**config.mk**
```make
export PLATFORM = sky130hd
export DESIGN_NAME = tmds_video_timing
export DESIGN_NICKNAME = d
export VERILOG_FILES = /design/src/rtl/tmds_video_pkg.sv /design/src/rtl/tmds_video_timing_axis.sv /design/src/rtl/tmds_video_timing.sv
export SDC_FILE = /design/constraint.sdc
export NUM_CORES = 1
export LEC_CHECK = 0
export BUFFER_PORTS_ARGS = -buffer_cell sky130_fd_sc_hd__buf_2
export CORE_UTILIZATION = 65
export DETAILED_ROUTE_END_ITERATION = 8
export PLACE_DENSITY_LB_ADDON = 0.25
export RECOVER_POWER = 25
export SYNTH_ARGS = -nofsm -noshare
export SYNTH_HDL_FRONTEND = slang
export SYNTH_SLANG_ARGS = --single-unit
export TNS_END_PERCENT = 5
```
**constraint.sdc**
```tcl
create_clock -name clk -period 3.25 [get_ports clk]
set_input_delay 0.325 -clock clk [delete_from_list [all_inputs] [get_ports clk]]
set_output_delay 0.325 -clock clk [all_outputs]
set_load 0.05 [all_outputs]
```
**src/rtl/tmds_video_pkg.sv**
```systemverilog
// tmds_video_pkg: shared types for the TMDS raster timing controller.
// Region encoding, region-length bundle, next-region helper and the
// control-period symbols the channel encoders emit during blanking.
package tmds_video_pkg;

  localparam int LEN_W = 16;

  typedef enum logic [1:0] {
    RGN_ACTIVE = 2'd0,
    RGN_FRONT  = 2'd1,
    RGN_SYNC   = 2'd2,
    RGN_BACK   = 2'd3
  } region_e;

  typedef struct packed {
    logic [LEN_W-1:0] active;
    logic [LEN_W-1:0] front;
    logic [LEN_W-1:0] sync;
    logic [LEN_W-1:0] back;
  } rgn_len_t;

  // TMDS control-period symbols indexed by {c1,c0}
  localparam logic [9:0] TMDS_CTRL_00 = 10'b1101010100;
  localparam logic [9:0] TMDS_CTRL_01 = 10'b0010101011;
  localparam logic [9:0] TMDS_CTRL_10 = 10'b0101010100;
  localparam logic [9:0] TMDS_CTRL_11 = 10'b1010101011;

  function automatic logic [LEN_W-1:0] rgn_len(input region_e r, input rgn_len_t l);
    logic [LEN_W-1:0] len;
    case (r)
      RGN_ACTIVE: len = l.active;
      RGN_FRONT:  len = l.front;
      RGN_SYNC:   len = l.sync;
      default:    len = l.back;
    endcase
    return len;
  endfunction

  // Next region in ACTIVE->FRONT->SYNC->BACK order, skipping empty porch/sync
  // regions; running off the end of BACK lands on ACTIVE (axis wrap).
  function automatic region_e next_region(input region_e r, input rgn_len_t l);
    region_e n;
    region_e res;
    logic    done;
    n    = r;
    res  = RGN_ACTIVE;
    done = 1'b0;
    for (int i = 0; i < 3; i++) begin
      if (!done) begin
        n = region_e'(n + 2'd1);
        if (n == RGN_ACTIVE || rgn_len(n, l) != '0) begin
          res  = n;
          done = 1'b1;
        end
      end
    end
    return res;
  endfunction

endpackage

```
**src/rtl/tmds_video_timing_axis.sv**
```systemverilog
// tmds_axis_fsm: one raster axis (horizontal or vertical). Tracks the
// current region, the position within it and the absolute count, and
// flags the last step of the axis period.
module tmds_axis_fsm import tmds_video_pkg::*; #(
  parameter int CW = 12
) (
  input  logic          clk,
  input  logic          reset_n,
  input  logic          i_clr,
  input  logic          i_step,
  input  rgn_len_t      i_len,
  output region_e       o_region,
  output logic [CW-1:0] o_count,
  output logic          o_wrap
);

  localparam logic [CW-1:0] ONE = CW'(1);

  region_e       r_region;
  logic [CW-1:0] r_count;
  logic [CW-1:0] r_rcnt;
  logic [CW-1:0] w_len_m1;
  logic          w_rgn_end;
  region_e       w_next;

  assign w_len_m1  = CW'(rgn_len(r_region, i_len)) - ONE;
  assign w_rgn_end = (r_rcnt == w_len_m1);
  assign w_next    = next_region(r_region, i_len);
  assign o_wrap    = i_step && !i_clr && w_rgn_end && (w_next == RGN_ACTIVE);
  assign o_region  = r_region;
  assign o_count   = r_count;

  // Region/count advance: region changes only when its length is used up
  always_ff @(posedge clk or negedge reset_n) begin
    if (!reset_n) begin
      r_region <= RGN_ACTIVE;
      r_count  <= '0;
      r_rcnt   <= '0;
    end else if (i_clr) begin
      r_region <= RGN_ACTIVE;
      r_count  <= '0;
      r_rcnt   <= '0;
    end else if (i_step) begin
      if (w_rgn_end) begin
        r_region <= w_next;
        r_rcnt   <= '0;
      end else begin
        r_rcnt   <= r_rcnt + ONE;
      end
      if (o_wrap) r_count <= '0;
      else        r_count <= r_count + ONE;
    end
  end

endmodule

```
**src/rtl/tmds_video_timing.sv**
```systemverilog
// tmds_video_timing: raster timing for the three TMDS channel encoders.
// Issues pix_req/x/y LEAD cycles ahead of de/hsync/vsync so frame-buffer
// read latency is hidden. Define TMDS_VIDEO_TIMING_CFG_EN to add runtime
// region lengths, applied only at frame boundaries.
module tmds_video_timing import tmds_video_pkg::*; #(
  parameter int H_ACTIVE = 640,
  parameter int H_FP     = 16,
  parameter int H_SYNC   = 96,
  parameter int H_BP     = 48,
  parameter int V_ACTIVE = 480,
  parameter int V_FP     = 10,
  parameter int V_SYNC   = 2,
  parameter int V_BP     = 33,
  parameter bit H_POL    = 1'b0,
  parameter bit V_POL    = 1'b0,
  parameter int LEAD     = 1,
  parameter int CW       = 12
) (
  input  logic          clk,
  input  logic          reset_n,
  input  logic          enable,
`ifdef TMDS_VIDEO_TIMING_CFG_EN
  input  logic [CW-1:0] cfg_h_active,
  input  logic [CW-1:0] cfg_h_fp,
  input  logic [CW-1:0] cfg_h_sync,
  input  logic [CW-1:0] cfg_h_bp,
  input  logic [CW-1:0] cfg_v_active,
  input  logic [CW-1:0] cfg_v_fp,
  input  logic [CW-1:0] cfg_v_sync,
  input  logic [CW-1:0] cfg_v_bp,
  input  logic          cfg_load,
`endif
  output logic          pix_req,
  output logic [CW-1:0] x,
  output logic [CW-1:0] y,
  output logic          frame_start,
  output logic          de,
  output logic          hsync,
  output logic          vsync
);

  localparam int H_TOTAL = H_ACTIVE + H_FP + H_SYNC + H_BP;
  localparam int V_TOTAL = V_ACTIVE + V_FP + V_SYNC + V_BP;
  localparam rgn_len_t C_H_DEF = '{active: LEN_W'(H_ACTIVE), front: LEN_W'(H_FP),
                                   sync: LEN_W'(H_SYNC), back: LEN_W'(H_BP)};
  localparam rgn_len_t C_V_DEF = '{active: LEN_W'(V_ACTIVE), front: LEN_W'(V_FP),
                                   sync: LEN_W'(V_SYNC), back: LEN_W'(V_BP)};
  localparam logic [2:0] C_LATE_IDLE = {1'b0, ~H_POL, ~V_POL};

  if (H_TOTAL >= (1 << CW) || V_TOTAL >= (1 << CW) || LEAD < 0 || LEAD > 7 || CW > LEN_W)
  begin : g_bad_params
    $error("tmds_video_timing: totals must fit in CW bits and LEAD must be 0..7");
  end

  rgn_len_t      w_h_len;
  rgn_len_t      w_v_len;
  region_e       w_h_rgn;
  region_e       w_v_rgn;
  logic [CW-1:0] w_h_cnt;
  logic [CW-1:0] w_v_cnt;
  logic          w_h_wrap;
  logic          w_v_wrap;
  logic [2:0]    w_late;

  logic          r_pix_req_p0;
  logic          r_fs_p0;
  logic          r_hs_p0;
  logic          r_vs_p0;
  logic [CW-1:0] r_x_p0;
  logic [CW-1:0] r_y_p0;

`ifdef TMDS_VIDEO_TIMING_CFG_EN
  rgn_len_t r_h_act;
  rgn_len_t r_v_act;
  rgn_len_t r_h_pend;
  rgn_len_t r_v_pend;

  // Pending shadow captures cfg_load; active set switches only at frame wrap
  always_ff @(posedge clk or negedge reset_n) begin
    if (!reset_n) begin
      r_h_act  <= C_H_DEF;
      r_v_act  <= C_V_DEF;
      r_h_pend <= C_H_DEF;
      r_v_pend <= C_V_DEF;
    end else begin
      if (w_h_wrap && w_v_wrap) begin
        r_h_act <= r_h_pend;
        r_v_act <= r_v_pend;
      end
      if (cfg_load) begin
        r_h_pend <= '{active: LEN_W'(cfg_h_active), front: LEN_W'(cfg_h_fp),
                      sync: LEN_W'(cfg_h_sync), back: LEN_W'(cfg_h_bp)};
        r_v_pend <= '{active: LEN_W'(cfg_v_active), front: LEN_W'(cfg_v_fp),
                      sync: LEN_W'(cfg_v_sync), back: LEN_W'(cfg_v_bp)};
      end
    end
  end

  assign w_h_len = r_h_act;
  assign w_v_len = r_v_act;
`else
  // Vertical wrap only feeds the runtime-config shadow
  logic w_unused_v_wrap;
  assign w_unused_v_wrap = w_v_wrap;
  assign w_h_len = C_H_DEF;
  assign w_v_len = C_V_DEF;
`endif

  tmds_axis_fsm #(.CW(CW)) u_h_axis (
    .clk      (clk),
    .reset_n  (reset_n),
    .i_clr    (~enable),
    .i_step   (1'b1),
    .i_len    (w_h_len),
    .o_region (w_h_rgn),
    .o_count  (w_h_cnt),
    .o_wrap   (w_h_wrap)
  );

  tmds_axis_fsm #(.CW(CW)) u_v_axis (
    .clk      (clk),
    .reset_n  (reset_n),
    .i_clr    (~enable),
    .i_step   (w_h_wrap),
    .i_len    (w_v_len),
    .o_region (w_v_rgn),
    .o_count  (w_v_cnt),
    .o_wrap   (w_v_wrap)
  );

  // Stage p0: early outputs registered from the counter state
  always_ff @(posedge clk or negedge reset_n) begin
    if (!reset_n) begin
      r_pix_req_p0 <= 1'b0;
      r_fs_p0      <= 1'b0;
      r_hs_p0      <= ~H_POL;
      r_vs_p0      <= ~V_POL;
      r_x_p0       <= '0;
      r_y_p0       <= '0;
    end else if (!enable) begin
      r_pix_req_p0 <= 1'b0;
      r_fs_p0      <= 1'b0;
      r_hs_p0      <= ~H_POL;
      r_vs_p0      <= ~V_POL;
    end else begin
      r_pix_req_p0 <= (w_h_rgn == RGN_ACTIVE) && (w_v_rgn == RGN_ACTIVE);
      r_fs_p0      <= (w_h_cnt == '0) && (w_v_cnt == '0);
      r_hs_p0      <= (w_h_rgn == RGN_SYNC) ? H_POL : ~H_POL;
      r_vs_p0      <= (w_v_rgn == RGN_SYNC) ? V_POL : ~V_POL;
      if ((w_h_rgn == RGN_ACTIVE) && (w_v_rgn == RGN_ACTIVE)) begin
        r_x_p0 <= w_h_cnt;
        r_y_p0 <= w_v_cnt;
      end
    end
  end

  assign pix_req     = r_pix_req_p0;
  assign frame_start = r_fs_p0;
  assign x           = r_x_p0;
  assign y           = r_y_p0;

  // Stage p1: LEAD-deep delay of {de, hsync, vsync}
  if (LEAD == 0) begin : g_no_lead
    assign w_late = {r_pix_req_p0, r_hs_p0, r_vs_p0};
  end else begin : g_lead
    logic [2:0] r_dl_p1 [LEAD];

    // Shift register; idle values flow in while disabled
    always_ff @(posedge clk or negedge reset_n) begin
      if (!reset_n) begin
        for (int i = 0; i < LEAD; i++) r_dl_p1[i] <= C_LATE_IDLE;
      end else begin
        r_dl_p1[0] <= {r_pix_req_p0, r_hs_p0, r_vs_p0};
        for (int i = 1; i < LEAD; i++) r_dl_p1[i] <= r_dl_p1[i-1];
      end
    end

    assign w_late = r_dl_p1[LEAD-1];
  end

  assign de    = w_late[2];
  assign hsync = w_late[1];
  assign vsync = w_late[0];

endmodule

```
==> results.md <==
* Leakage at 2.177 nW
* Synth Area in Compound Gates at 8.389%
* Worst path bufs/invs at 2
* Slew headroom at -33.51%
* Slew Viols, Final at 84
* Cells after synthesis at 416
* Max Fanout on Critical Path at 15
* Final-report setup violation count at 0
* CP required at 3530 ps
* Largest net degree at the start of global routing at 84
* Total Routing Usage GR at 25.87%
* Synth cell types at 50
* Status: finished, violations left
* Slew @ Worst Pin at 2003 ps
* Maximum vdd drop at 613.2 uV
* RSZ-0062 raised after global routing: false
* Port Buffers at 31
* DR pass1 iterations at 4
* Post-Synth Adder-Cell Area at 5.554%
* Simple-gate portion of the synthesized area at 22.07%
* First-pass GRT wire length at 14380 um
* Total power at 1.911 mW
* Yosys reg bits at 83
* Initial antenna violation count at 0
* Post-route ant nets at 0
* Final WL at 8312 um
* Seq/Total Area, Yosys at 48.64%
* Max incr delay on CP at 440 ps
* Syn Std Cell Area at 4280 um^2
* Mapped Avg Cell Area at 10.29 um^2
* Worst Skew at 9.641 ps
* Post-CTS setup buffer count at 0
* H-tree lvl count at 3
* Post-Synth XOR/XNOR Area at 6.109%
* TritonCTS Buffers at 9
* Syn Nets at 438
* Initial DRC count at 186
* Hold WS at 363.8 ps
* Critical path capture point type: register
* Yosys warning count at 0
* Die Area at 6914 um^2
* GPL Wtd Cong at 0.8452
* Final Critical Period at 2631 ps
* Final Hold Fails at 0
* Antenna fix cells at 0
* Crit share post-route at 80.95%
* Arrival @ worst endpoint at 2910 ps
* Final net count at 464
* Via count at 3211
* Vias in the first global route at 3024
* Row count at 29
* Placed cell area at 4478 um^2
* PD cells at 408.6 nW/um^2
* Root buf cell: clkbuf_8
* CP Class: reg2reg
* Post-CTS sizing at 0
* Mux contribution to synthesized area at 6.255%
* Gr ovfl total at 0
* Clk slew on worst S/H paths at 80 ps
* Initial Util at 67.41%
* Core Region at 6350 um^2
* Via density at 6.128
* Crit path max-delay family: buffers and inverters
* Failing checks: max-capacitance violations, max-slew violations
* Post-route setup TNS at 0 ps
* Clk Latency, worst-skew pair at 350 ps
* Worst path slowest cell: dfrtp_1
* Setup crit start kind: register
* Num Clock Sinks at 83
* Routed len/inst at 15.86 um
* Achievable Freq at 380.1 MHz
* Hold depth at 0
* # hold bufs at CTS at 0
* Die height at 83.15 um
* Drt drc at 0
* CP Cell Sequence: inv_1 > ha_1 > nor4bb_1 > mux2_2 > o2111ai_2 > buf_4 > nor2_1 > mux2i_1
* Largest family of logic cells by synthesized area: simple AND/OR/NAND/NOR gates
* Final core occ at 73.66%
* Max-cap viol count at 1
* Area delta synth->final at 9.266%
* Post-DP HPWL at 5391 um
* Share of post-route cells with drive strength above 1 at 19.24%
* Worst R2R Path Depth at 8
* Worst min path class: reg2reg
* CTS tree: done
* Die Width at 83.15 um
* Maximum buffer depth of the clock tree at 2
* Fin area at 4677 um^2
* Boundary Pins at 32
* WP depth at 8
==> worst register-to-register path, delay by kind of cell (launching register included) <==
kind	cells	cell delay (ps)
compound gates	1	400
buf+inv	2	510
flops	1	440
mux	2	440
fa+ha+maj	1	270
simple gates	2	510
==> power by group <==
part	switching (mW)	total, mW	internal [mW]
Sequential	0.0103	1.05	1.04
Clock	0.393	0.758	0.365
Combinational	0.0773	0.0990	0.0217
Total	0.480	1.91	1.43
==> synth_stat cells (all sizes together) <==
library cell	n	share of area [%]
a21oi	12	1.4
a22o	1	0.20
a32oi	6	1.2
a41oi	1	0.38
and2	8	1.2
and3	10	1.5
and4	2	0.41
and4b	1	0.23
buf	7	0.79
clkbuf	12	1.1
dfrtp	79	46
dfstp	4	2.5
ha	19	5.6
inv	13	1.1
mux2	20	5.3
mux2i	3	0.99
nand2	44	4.0
nand2b	5	0.73
nand3	27	3.2
nand3b	1	0.18
nand4	15	2.3
nand4b	4	0.96
nor2	34	3.0
nor2b	1	0.15
nor3	4	0.58
nor4	6	0.88
nor4bb	2	0.47
o2111a	1	0.26
o2111ai	1	0.35
o211a	1	0.23
o211ai	1	0.18
o21a	1	0.18
o21ai	9	1.1
o22ai	6	0.88
o31ai	7	1.2
o32ai	4	0.82
or2	3	0.44
or3	8	1.2
or4	4	0.79
xnor2	14	2.9
xor2	15	3.2
==> final timing paths <==
| kind | endpoint | slack [ps] | from |
|---|---|---|---|
| max in group asynchronous | u_v_axis.r_rcnt[8] | 1530 | reset_n |
| max | u_v_axis.o_region[1] | 620 | u_h_axis.o_region[0] |
| min in group asynchronous | u_h_axis.r_rcnt[4] | 510 | reset_n |
| min | g_lead.r_dl_p1[1] | 360 | r_hs_p0 |
| min reg2reg | g_lead.r_dl_p1[1] | 360 | r_hs_p0 |
| max reg2reg | u_v_axis.o_region[1] | 620 | u_h_axis.o_region[0] |
==> metrics by stage <==
stage,setup WS (ps),cells
final,619.2,524
after global routing,369.4,524
after CTS,625.9,524
after detailed placement,644.7,508
after global placement,788.6,508
after floorplan,1080,416
==> per-layer routing <==
metal	share of wire [%]	vias up	GRT usage, %
li1	-	1533	-
met1	46	1587	36.71
met2	48	80	41.13
met3	4.5	11	3.777
met4	1.5	0	8.934
met5	0	-	0
==> kinds of logic (layout without fill, tap and decap cells) <==
logic type | after synthesis | after routing
adder cells (fa/ha/maj) | 19 | 19
XOR/XNOR | 29 | 29
multiplexers | 23 | 23
AND/OR/NAND/NOR | 179 | 179
buffers and inverters | 32 | 63
flip-flops | 83 | 83
AO/OA/AOI/OAI | 51 | 51
==> sequential cells by signal, summed over array words and instances (netlist names), 2 cells and up <==
| name | flops |
|---|---|
| u_h_axis.o_count | 12 |
| g_lead.r_dl_p1 | 3 |
| u_v_axis.o_count | 12 |
| u_h_axis.r_rcnt | 12 |
| u_v_axis.r_rcnt | 12 |
| u_h_axis.o_region | 2 |
| x | 12 |
| y | 12 |
| u_v_axis.o_region | 2 |
==> cells in the final DEF (no fill, tap or decap), types with 3 or more instances in the layout <==
cell	n
or2_2	3
ha_1	19
a21oi_1	12
a32oi_1	6
dfrtp_1	79
nand4b_1	3
mux2_2	20
nor4_1	6
xor2_1	14
or3_1	8
inv_1	13
o31ai_1	7
nand2b_1	5
nand4_1	14
o21ai_0	6
buf_4	3
xnor2_1	14
or4_1	3
o32ai_1	4
clkbuf_8	9
dfstp_2	4
nand3_1	27
and2_1	8
buf_2	30
o22ai_1	6
and3_1	10
nand2_1	42
nor2_1	34
o21ai_1	3
nor3_1	3
==> area by class of cell <==
cell class / instances / area [um^2]
inverter: 13 / 48.80
clock buffer: 10 / 127.6
timing repair buffer: 34 / 177.7
tap: 77 / 96.34
fill: 449 / 1673
sequential: 83 / 2082
clock inverter: 6 / 73.82
multi-input combinational: 301 / 2071
Note: power is estimated with default switching activity, not from simulation.
